[src/rtl/bounds_table_dlk_if.sv]
// Handshake/bus bundle for the bounds table.
interface bounds_table_dlk_if #(
    parameter int AW    = 32,
    parameter int DEPTH = 32
);
    localparam int CW = $clog2(DEPTH) + 1;

    logic          alloc_valid_i;
    logic          alloc_ready_o;
    logic [AW-1:0] alloc_base_i;
    logic [AW-1:0] alloc_size_i;
    logic          free_valid_i;
    logic [AW-1:0] free_base_i;
    logic          chk_valid_i;
    logic [AW-1:0] chk_base_i;
    logic [AW-1:0] chk_addr_i;
    logic          chk_valid_o;
    logic          chk_hit_o;
    logic          chk_violation_o;
    logic          evict_o;
    logic          alloc_err_o;
    logic [CW-1:0] count_o;
    logic          full_o;

    modport master (
        output alloc_valid_i, alloc_base_i, alloc_size_i,
        output free_valid_i, free_base_i,
        output chk_valid_i, chk_base_i, chk_addr_i,
        input  alloc_ready_o, chk_valid_o, chk_hit_o,
        input  chk_violation_o, evict_o, alloc_err_o,
        input  count_o, full_o
    );

    modport slave (
        input  alloc_valid_i, alloc_base_i, alloc_size_i,
        input  free_valid_i, free_base_i,
        input  chk_valid_i, chk_base_i, chk_addr_i,
        output alloc_ready_o, chk_valid_o, chk_hit_o,
        output chk_violation_o, evict_o, alloc_err_o,
        output count_o, full_o
    );
endinterface

[src/rtl/bounds_table_dlk.sv]
// Region bounds table: insert/free/check with round-robin eviction.
// Define DLK_NEAREST_EN to flag misses that land in the next region up.
module bounds_table_dlk #(
    parameter int DEPTH = 32,
    parameter int AW    = 32
) (
    input  logic clk_i,
    input  logic rst_i,
    input  logic flush_i,
    bounds_table_dlk_if.slave bus
);
    localparam int IW = $clog2(DEPTH);
    localparam int CW = IW + 1;

    logic [DEPTH-1:0] valid_q, valid_n, valid_f;
    logic [AW-1:0]    base_q  [DEPTH];
    logic [AW-1:0]    base_n  [DEPTH];
    logic [AW:0]      limit_q [DEPTH];
    logic [AW:0]      limit_n [DEPTH];
    logic [IW-1:0]    cursor_q, cursor_n;
    logic [CW-1:0]    count_q, count_n;
    logic             full_q, chk_v_q, hit_q, viol_q;
    logic             evict_q, err_q;

    logic          clr;
    logic          chk_hit, hit_viol, miss_viol;
    logic [AW:0]   chk_lim;
    logic          do_alloc, zero_sz, wr, evict;
    logic          upd_hit, free_slot;
    logic [IW-1:0] upd_idx, free_idx, wr_idx;
    logic [AW:0]   new_lim;

    assign clr = rst_i | flush_i;
    assign bus.alloc_ready_o = ~clr;

    always_comb begin
        chk_hit = 1'b0;
        chk_lim = '0;
        for (int i = 0; i < DEPTH; i++) begin
            if (!chk_hit && valid_q[i] &&
                base_q[i] == bus.chk_base_i) begin
                chk_hit = 1'b1;
                chk_lim = limit_q[i];
            end
        end
    end

    assign hit_viol = (bus.chk_addr_i < bus.chk_base_i) ||
                      ({1'b0, bus.chk_addr_i} >= chk_lim);

`ifdef DLK_NEAREST_EN
    logic          near_found;
    logic [AW-1:0] near_base;

    // smallest valid base strictly above the probed base
    always_comb begin
        near_found = 1'b0;
        near_base  = '0;
        for (int i = 0; i < DEPTH; i++) begin
            if (valid_q[i] && base_q[i] > bus.chk_base_i &&
                (!near_found || base_q[i] < near_base)) begin
                near_found = 1'b1;
                near_base  = base_q[i];
            end
        end
    end

    assign miss_viol = near_found && (near_base <= bus.chk_addr_i);
`else
    assign miss_viol = 1'b0;
`endif

    assign new_lim = {1'b0, bus.alloc_base_i} +
                     {1'b0, bus.alloc_size_i};

    // free is applied first, so the insert search sees valid_f
    always_comb begin
        valid_f = valid_q;
        if (bus.free_valid_i) begin
            for (int i = 0; i < DEPTH; i++) begin
                if (valid_q[i] && base_q[i] == bus.free_base_i)
                    valid_f[i] = 1'b0;
            end
        end
        upd_hit   = 1'b0;
        upd_idx   = '0;
        free_slot = 1'b0;
        free_idx  = '0;
        for (int i = 0; i < DEPTH; i++) begin
            if (!upd_hit && valid_f[i] &&
                base_q[i] == bus.alloc_base_i) begin
                upd_hit = 1'b1;
                upd_idx = IW'(i);
            end
            if (!free_slot && !valid_f[i]) begin
                free_slot = 1'b1;
                free_idx  = IW'(i);
            end
        end
    end

    assign do_alloc = bus.alloc_valid_i & ~clr;
    assign zero_sz  = (bus.alloc_size_i == '0);
    assign wr       = do_alloc & ~zero_sz;
    assign evict    = wr & ~upd_hit & ~free_slot;
    assign wr_idx   = upd_hit   ? upd_idx  :
                      free_slot ? free_idx : cursor_q;

    always_comb begin
        valid_n  = valid_f;
        base_n   = base_q;
        limit_n  = limit_q;
        cursor_n = cursor_q;
        if (wr) begin
            valid_n[wr_idx] = 1'b1;
            base_n[wr_idx]  = bus.alloc_base_i;
            limit_n[wr_idx] = new_lim;
        end
        if (evict)
            cursor_n = cursor_q + IW'(1);
        count_n = '0;
        for (int i = 0; i < DEPTH; i++)
            count_n = count_n + CW'(valid_n[i]);
    end

    always_ff @(posedge clk_i) begin
        if (clr) begin
            valid_q  <= '0;
            cursor_q <= '0;
            count_q  <= '0;
            full_q   <= 1'b0;
            chk_v_q  <= 1'b0;
            hit_q    <= 1'b0;
            viol_q   <= 1'b0;
            evict_q  <= 1'b0;
            err_q    <= 1'b0;
        end else begin
            valid_q  <= valid_n;
            cursor_q <= cursor_n;
            count_q  <= count_n;
            full_q   <= (count_n == CW'(DEPTH));
            chk_v_q  <= bus.chk_valid_i;
            hit_q    <= bus.chk_valid_i & chk_hit;
            viol_q   <= bus.chk_valid_i &
                        (chk_hit ? hit_viol : miss_viol);
            evict_q  <= evict;
            err_q    <= do_alloc & zero_sz;
        end
    end

    // payload only matters under valid, so it carries no reset
    always_ff @(posedge clk_i) begin
        base_q  <= base_n;
        limit_q <= limit_n;
    end

    assign bus.chk_valid_o     = chk_v_q;
    assign bus.chk_hit_o       = hit_q;
    assign bus.chk_violation_o = viol_q;
    assign bus.evict_o         = evict_q;
    assign bus.alloc_err_o     = err_q;
    assign bus.count_o         = count_q;
    assign bus.full_o          = full_q;
endmodule
[src/flat_wrapper.sv]
// flat-port wrapper written by rule: the top's interface ports become plain ports
module bounds_table_dlk_flat 
#(
    parameter int DEPTH = 32,
    parameter int AW    = 32
)
  (clk_i, rst_i, flush_i, bus_alloc_valid_i, bus_alloc_base_i, bus_alloc_size_i, bus_free_valid_i, bus_free_base_i, bus_chk_valid_i, bus_chk_base_i, bus_chk_addr_i, bus_alloc_ready_o, bus_chk_valid_o, bus_chk_hit_o, bus_chk_violation_o, bus_evict_o, bus_alloc_err_o, bus_count_o, bus_full_o);
  bounds_table_dlk_if #(.AW(AW), .DEPTH(DEPTH)) bus_i ();
  input  logic clk_i;
  input  logic rst_i;
  input  logic flush_i;
  input wire logic [$bits(bus_i.alloc_valid_i)-1:0] bus_alloc_valid_i;
  input wire logic [$bits(bus_i.alloc_base_i)-1:0] bus_alloc_base_i;
  input wire logic [$bits(bus_i.alloc_size_i)-1:0] bus_alloc_size_i;
  input wire logic [$bits(bus_i.free_valid_i)-1:0] bus_free_valid_i;
  input wire logic [$bits(bus_i.free_base_i)-1:0] bus_free_base_i;
  input wire logic [$bits(bus_i.chk_valid_i)-1:0] bus_chk_valid_i;
  input wire logic [$bits(bus_i.chk_base_i)-1:0] bus_chk_base_i;
  input wire logic [$bits(bus_i.chk_addr_i)-1:0] bus_chk_addr_i;
  output wire logic [$bits(bus_i.alloc_ready_o)-1:0] bus_alloc_ready_o;
  output wire logic [$bits(bus_i.chk_valid_o)-1:0] bus_chk_valid_o;
  output wire logic [$bits(bus_i.chk_hit_o)-1:0] bus_chk_hit_o;
  output wire logic [$bits(bus_i.chk_violation_o)-1:0] bus_chk_violation_o;
  output wire logic [$bits(bus_i.evict_o)-1:0] bus_evict_o;
  output wire logic [$bits(bus_i.alloc_err_o)-1:0] bus_alloc_err_o;
  output wire logic [$bits(bus_i.count_o)-1:0] bus_count_o;
  output wire logic [$bits(bus_i.full_o)-1:0] bus_full_o;
  assign bus_i.alloc_valid_i = bus_alloc_valid_i;
  assign bus_i.alloc_base_i = bus_alloc_base_i;
  assign bus_i.alloc_size_i = bus_alloc_size_i;
  assign bus_i.free_valid_i = bus_free_valid_i;
  assign bus_i.free_base_i = bus_free_base_i;
  assign bus_i.chk_valid_i = bus_chk_valid_i;
  assign bus_i.chk_base_i = bus_chk_base_i;
  assign bus_i.chk_addr_i = bus_chk_addr_i;
  assign bus_alloc_ready_o = bus_i.alloc_ready_o;
  assign bus_chk_valid_o = bus_i.chk_valid_o;
  assign bus_chk_hit_o = bus_i.chk_hit_o;
  assign bus_chk_violation_o = bus_i.chk_violation_o;
  assign bus_evict_o = bus_i.evict_o;
  assign bus_alloc_err_o = bus_i.alloc_err_o;
  assign bus_count_o = bus_i.count_o;
  assign bus_full_o = bus_i.full_o;
  bounds_table_dlk #(.DEPTH(DEPTH), .AW(AW)) u_core (.clk_i(clk_i), .rst_i(rst_i), .flush_i(flush_i), .bus(bus_i));
endmodule
[config.mk]
export PLATFORM = sky130hd
export DESIGN_NAME = bounds_table_dlk_flat
export DESIGN_NICKNAME = d
export VERILOG_FILES = /design/src/rtl/bounds_table_dlk_if.sv /design/src/rtl/bounds_table_dlk.sv /design/src/flat_wrapper.sv
export SDC_FILE = /design/constraint.sdc
export NUM_CORES = 2
export LEC_CHECK = 0
export BUFFER_PORTS_ARGS = -buffer_cell sky130_fd_sc_hd__buf_4
export CORE_MARGIN = 2
export CORE_UTILIZATION = 30
export DETAILED_ROUTE_END_ITERATION = 8
export MAX_ROUTING_LAYER = met4
export SLEW_MARGIN = 40
export SYNTH_ARGS = -nofsm -noshare
export SYNTH_HDL_FRONTEND = slang
export SYNTH_SLANG_ARGS = --single-unit
[constraint.sdc]
create_clock -name clk_i -period 19.6 [get_ports clk_i]
set_input_delay 3.92 -clock clk_i [delete_from_list [all_inputs] [get_ports clk_i]]
set_output_delay 3.92 -clock clk_i [all_outputs]
set_load 0.02 [all_outputs]
# Yosys cells after proc, flatten, opt, wreduce, memory -nomap -nowiden
# Index checks and enable logic that the tools add are counted.
# op_classes
add_sub_neg	33
order_cmp	6
n_eq_ne	97
n_mux	235
n_bitwise	14
n_reduce_logical	316
# ops
cell	n
$eq A32 B32 Y1	96
$mux W33	33
$bwmux W1056	1
$bwmux W1024	1
$logic_and A1 B1 Y1	191
$add A6 B1 Y6	30
$mux W5	34
$demux W33 S5	1
$demux W32 S5	1
$mux W1	132
$logic_not A1 Y1	123
$mux W32	3
$mux W4	16
$add A32 B32 Y33	1
$ge A32 B33 Y1	1
$logic_not A32 Y1	1
$lt A32 B32 Y1	1
$or A32 B32 Y32	1
$mux W3	8
$mux W2	4
$and A1 B1 Y1	7
$eq A6 B6 Y1 const B	1
$ge A6 B6 Y1 const B	1
$lt A5 B6 Y1 const B	1
9 further kinds	12
# word_totals
register_bits	2129
output_inout_bits	13

# Longest topological paths before layout
# depth
ltp_word	169
ltp_mapped	39

# Worst setup path before layout
# No wires, ideal clock.
# synth_timing
path_type	input -> register
start	in bus_free_base_i[19]
end	reg u_core.full_q, in the netlist u_core.bus.full_o
t_arrival_ns	18.077
required_time_ns	19.509
setup_slack_ns	1.431
cell_stages	35
path_buffers	3
cell_sequence	buf_2 buf_2 buf_2 xnor2_1 nand4_1 nor4_1 nand4_1 o41ai_2 o21ai_0 a31oi_1 o21ai_0 and3_1 o22ai_1 a21oi_1 or2_2 nor4_1 nor2_1 fa_1 inv_1 fa_1 fa_1 fa_1 inv_1 fa_1 fa_1 inv_1 fa_1 inv_1 fa_1 inv_1 a21o_1 a21oi_1 xor2_1 nand3_1 nor4bb_1
# synth_via
elab_chain_len	169
word_cells_on_any_way	450
# synth_rtl
element	line_no	rtl
from (decl)	flat_wrapper.sv:16	input wire logic [$bits(bus_i.free_base_i)-1:0] bus_free_base_i;
$eq A32 B32 Y1	bounds_table_dlk.sv:81	if (valid_q[i] && base_q[i] == bus.free_base_i)
$logic_and A1 B1 Y1	bounds_table_dlk.sv:81	
$mux W1	bounds_table_dlk.sv:81	
$mux W32 *	bounds_table_dlk.sv:79	if (bus.free_valid_i) begin
$logic_and A1 B1 Y1	bounds_table_dlk.sv:90	if (!upd_hit && valid_f[i] &&
$mux W1	bounds_table_dlk.sv:90	
$logic_not A1 Y1	bounds_table_dlk.sv:90	
$logic_and A1 B1 Y1 (2 in series)	bounds_table_dlk.sv:90	
[124 not listed]	--	
$mux W1 (not written as such)	bounds_table_dlk.sv:115	valid_n[wr_idx] = 1'b1;
$demux W1 S5	--	
$or A32 B32 Y32 (no line)	--	
$mux W32 *	bounds_table_dlk.sv:114	if (wr) begin
$add A1 B1 Y2	bounds_table_dlk.sv:123	count_n = count_n + CW'(valid_n[i]);
$add A6 B1 Y6 (29 in series)	bounds_table_dlk.sv:123	
$add A6 B1 Y6 *	bounds_table_dlk.sv:123	
$eq A6 B6 Y1 *	bounds_table_dlk.sv:141	full_q <= (count_n == CW'(DEPTH));
to (signal assigned)	bounds_table_dlk.sv:141	
to (decl)	bounds_table_dlk.sv:22	logic full_q, chk_v_q, hit_q, viol_q;
# Mark *: on every way between the ends. The rest lies on a longest branch, timed or not.
# A chain may end at the register's enable or synchronous reset.

# Final worst setup path
# layout_timing
start	in bus_free_base_i[29]
end	reg u_core.full_q, in the netlist u_core.bus.full_o
# layout_via
word_cells_on_any_way	450
# layout_lines
element	line_no	rtl
$eq A32 B32 Y1	bounds_table_dlk.sv:81	
$logic_and A1 B1 Y1	bounds_table_dlk.sv:81	
$mux W1	bounds_table_dlk.sv:81	
$mux W32 *	bounds_table_dlk.sv:79	
$logic_and A1 B1 Y1	bounds_table_dlk.sv:90	
$mux W1	bounds_table_dlk.sv:90	
$logic_not A1 Y1	bounds_table_dlk.sv:90	
$logic_and A1 B1 Y1 (2 in series)	bounds_table_dlk.sv:90	
[123 not listed]	--	
$logic_and A1 B1 Y1 (not written as such)	bounds_table_dlk.sv:115	
$mux W1 (not written as such)	bounds_table_dlk.sv:115	
$demux W1 S5	--	
$or A32 B32 Y32 (no line)	--	
$mux W32 *	bounds_table_dlk.sv:114	
net u_core.valid_n[4]	bounds_table_dlk.sv:15	logic [DEPTH-1:0] valid_q, valid_n, valid_f;
$add A6 B1 Y6 * (28 in series)	bounds_table_dlk.sv:123	
$eq A6 B6 Y1 *	bounds_table_dlk.sv:141	
# The timed path passes the listed nets; every way through them passes the cells marked *.

==> impl_metrics.ini <==
[sta]
setup_slack_ns = 5.47
period_share_pct = 72.1
finalSetupTns_ns = 0
rsz0062_at_grt = no
skew_ns = 0.0803
hold_viol = 0
period_needed_ns = 14.13
slew_headroom_pct = 34.6
tightest_slew_ns = 0.981
setup_violations = 0
max_freq_mhz = 70.8
slew_viol_final = 0

[synth]
syn_area_sq_um = 113000
syn_avg_cell_area_sq_um = 12.9
synth_xor_area_share_pct = 24.0
ys_seq_area_share_pct = 56.1
synth-simple-area-share_pct = 9.06
synth_async_sr_flop_share_pct = 0
synth_cell_types = 104
postSynthCellCount = 8743
synthMuxAreaShare_pct = 0.591
yosys_warnings = 0
syn_nets = 9038
synth_top_family_by_area = XOR/XNOR gates
synth_compound_area_share_pct = 5.35
synth_top_flop_cell = edfxtp_1
yosysTopAreaCell = edfxtp_1
synthTopCellsByArea = edfxtp_1, xor2_1, xnor2_1
ys_seq_elements = 2129
synth-edff-count = 2080
synth_adder_area_share_pct = 1.59
synth_top_cell_area_share_pct = 55.2

[flow_run]
drv_cap = 0

[cells_and_area]
area_growth_pct = 13.2
layout_common_cells = edfxtp_1, xor2_1, xnor2_1, nor4_1, buf_4
seq_area_sq_um = 63400
fin_cells = 14100
layout.nets = 9178
drive_gt1_share_pct = 10.7
multi_input_area_sq_um = 46400
fill_cells = 36400
mostFrequentLayoutCell = edfxtp_1

[route]
viasPerCell = 5.81
drt_iter0_drc = 13300
via_count = 81800
drtAntennaViolNets = 0
dr.pass1.iters = 9
drt_wl_total_mm = 506
wl_per_cell_microns = 36.0
drc = 0

[global_route]
grt.total_usage_pct = 26.4
grt_overflow_total = 0
antenna_found_initial = 43
first_global_vias = 78300
grt_start_max_net_pins = 67
grt_pass1_wl_mm = 677

[setup_path]
worst_path_largest_cell_delay_ns = 0.83
slowest_stage = o41ai_2
crit_arrival_ns = 14.91
cp_common_cell = fa_1
start_kind = primary input
crit_required_ns = 20.39
end_kind = flip-flop
crit_type = primary input to flip-flop
crit_path_max_fanout = 31

[placed_design]
dp_hpwl_mm = 317
preCtsSetupSlack_ns = 4.90
port_buffers = 178
gp_congestion = 1.00
numPlacedInstances = 13600

[clock_tree]
cts_hold_buf = 0
cts_resized = 0
post_cts_buffers = 0
cts.sinks = 2129
cts_htree_levels = 4
clockRootBuffer = clkbuf_16
insertion_delay_ns = 0.93
path_clk_slew_ns = 0.06
clockBufferDepth = 4
cts_buffers = 228
cts_tree = done

[die]
initial_core_util_pct = 30.1
core_area_sq_um = 375000
dieArea_sq_um = 382000
io_pins = 179
die_width_microns = 618
rows = 225
die_y_microns = 618

[pwr]
power.leakage_uw = 0.0420
ir_worst_vdd_mv = 0.0721
power.density_nw_per_um2 = 83.7

[run_status]
status = finished clean

[hold_path]
min_path_type = flip-flop to flip-flop
-- registers in the layout, indices dropped and copies added, names as in the netlist --
| signal | flops |
|---|---|
| u_core.bus.full_o | 1 |
| u_core.bus.count_o | 6 |
| u_core.cursor_q | 5 |
| u_core.base_q | 1024 |
| u_core.bus.evict_o | 1 |
| u_core.bus.chk_hit_o | 1 |
| u_core.limit_q | 1056 |
| u_core.bus.chk_valid_o | 1 |
| u_core.valid_q | 32 |
| u_core.bus.alloc_err_o | 1 |
| u_core.bus.chk_violation_o | 1 |
-- worst max-delay path: cells and delay by family --
kind | cells | cell delay, ns
and+or+nand+nor | 13 | 4.20
xor gates and xnor gates | 2 | 0.40
buffers and inverters | 8 | 1.70
AOI/OAI and AO/OA | 4 | 1.26
adders and majority gates | 8 | 3.34
-- path summary, 6_finish.rpt --
path	from	endpoint	slack [ns]	cells past startpoint
worst max-delay path	bus_free_base_i[29]	u_core.bus.full_o$_SDFF_PN0_	5.47	35
worst min-delay path	u_core.cursor_q[4]$_SDFFE_PN0P_	u_core.cursor_q[4]$_SDFFE_PN0P_	0.52	2
worst max register to register	u_core.base_q[1015]$_DFFE_PP_	u_core.bus.full_o$_SDFF_PN0_	9.24	34
worst min register to register	u_core.cursor_q[4]$_SDFFE_PN0P_	u_core.cursor_q[4]$_SDFFE_PN0P_	0.52	2
-- power by group --
| part | total, uW | switching (uW) | leakage [uW] | internal (uW) |
|---|---|---|---|---|
| clock network | 4480 | 1890 | 0.00365 | 2590 |
| logic | 1100 | 830 | 0.0192 | 274 |
| registers | 5120 | 5.09 | 0.0191 | 5110 |
-- logic make-up after synthesis --
| logic type | count (synthesis) |
|---|---|
| xor+xnor | 3093 |
| flops | 2129 |
| simple gates | 1828 |
| compound gates | 794 |
| buf+inv | 704 |
| fa+ha+maj | 129 |
| mux | 66 |
-- metrics by stage --
step                hold WS [ns]  area (sq um)  power, uW  util [%]
floorplan                  0.458        113000       5750         -
global placement           0.495        120000       6260      32.0
detailed placement         0.506        120000       6280      32.1
CTS                        0.521        128000      10700      34.1
global route               0.562        128000      10900      34.1
finish                     0.524        128000      10700      34.1
-- area by class of cell --
class | instances | share of cell area (%)
sequential | 2129 | 49.6
multi-input combinational | 5910 | 36.2
tap | 4994 | 4.88
clock buffer | 272 | 4.68
timing repair buffer | 442 | 2.85
clock inverter | 134 | 1.21
inverter | 172 | 0.505
antenna | 16 | 0.0313
-- synth_stat cells (all sizes together) (13+ instances only) --
master	count
nand2b	27
or3	27
fa	25
a211oi	13
a2bb2oi	13
nor2	238
nor4	521
o31ai	36
edfxtp	2080
ha	104
o21ai	102
a21o	39
dfxtp	49
xnor2	1256
a221oi	51
mux2i	60
a22o	22
buf	426
inv	170
xor2	1837
nor2b	20
o21a	17
and2	35
or4	15
nand2	228
a21oi	106
clkbuf	106
a41oi	19
o31a	19
o22ai	65
a31oi	32
nand4	410
a222oi	97
o221ai	27
a22oi	39
nor3	87
and3	35
nand3	139
-- per-layer routing --
layer | track usage, % | vias up | wire (microns)
met5 | - | - | 0
met4 | 15.1 | 0 | 35900
met3 | 5.36 | 1607 | 56900
met2 | 39.7 | 6322 | 223000
met1 | 33.0 | 41500 | 190000
li1 | - | 32300 | -
Note: power is estimated with default switching activity, not from simulation.
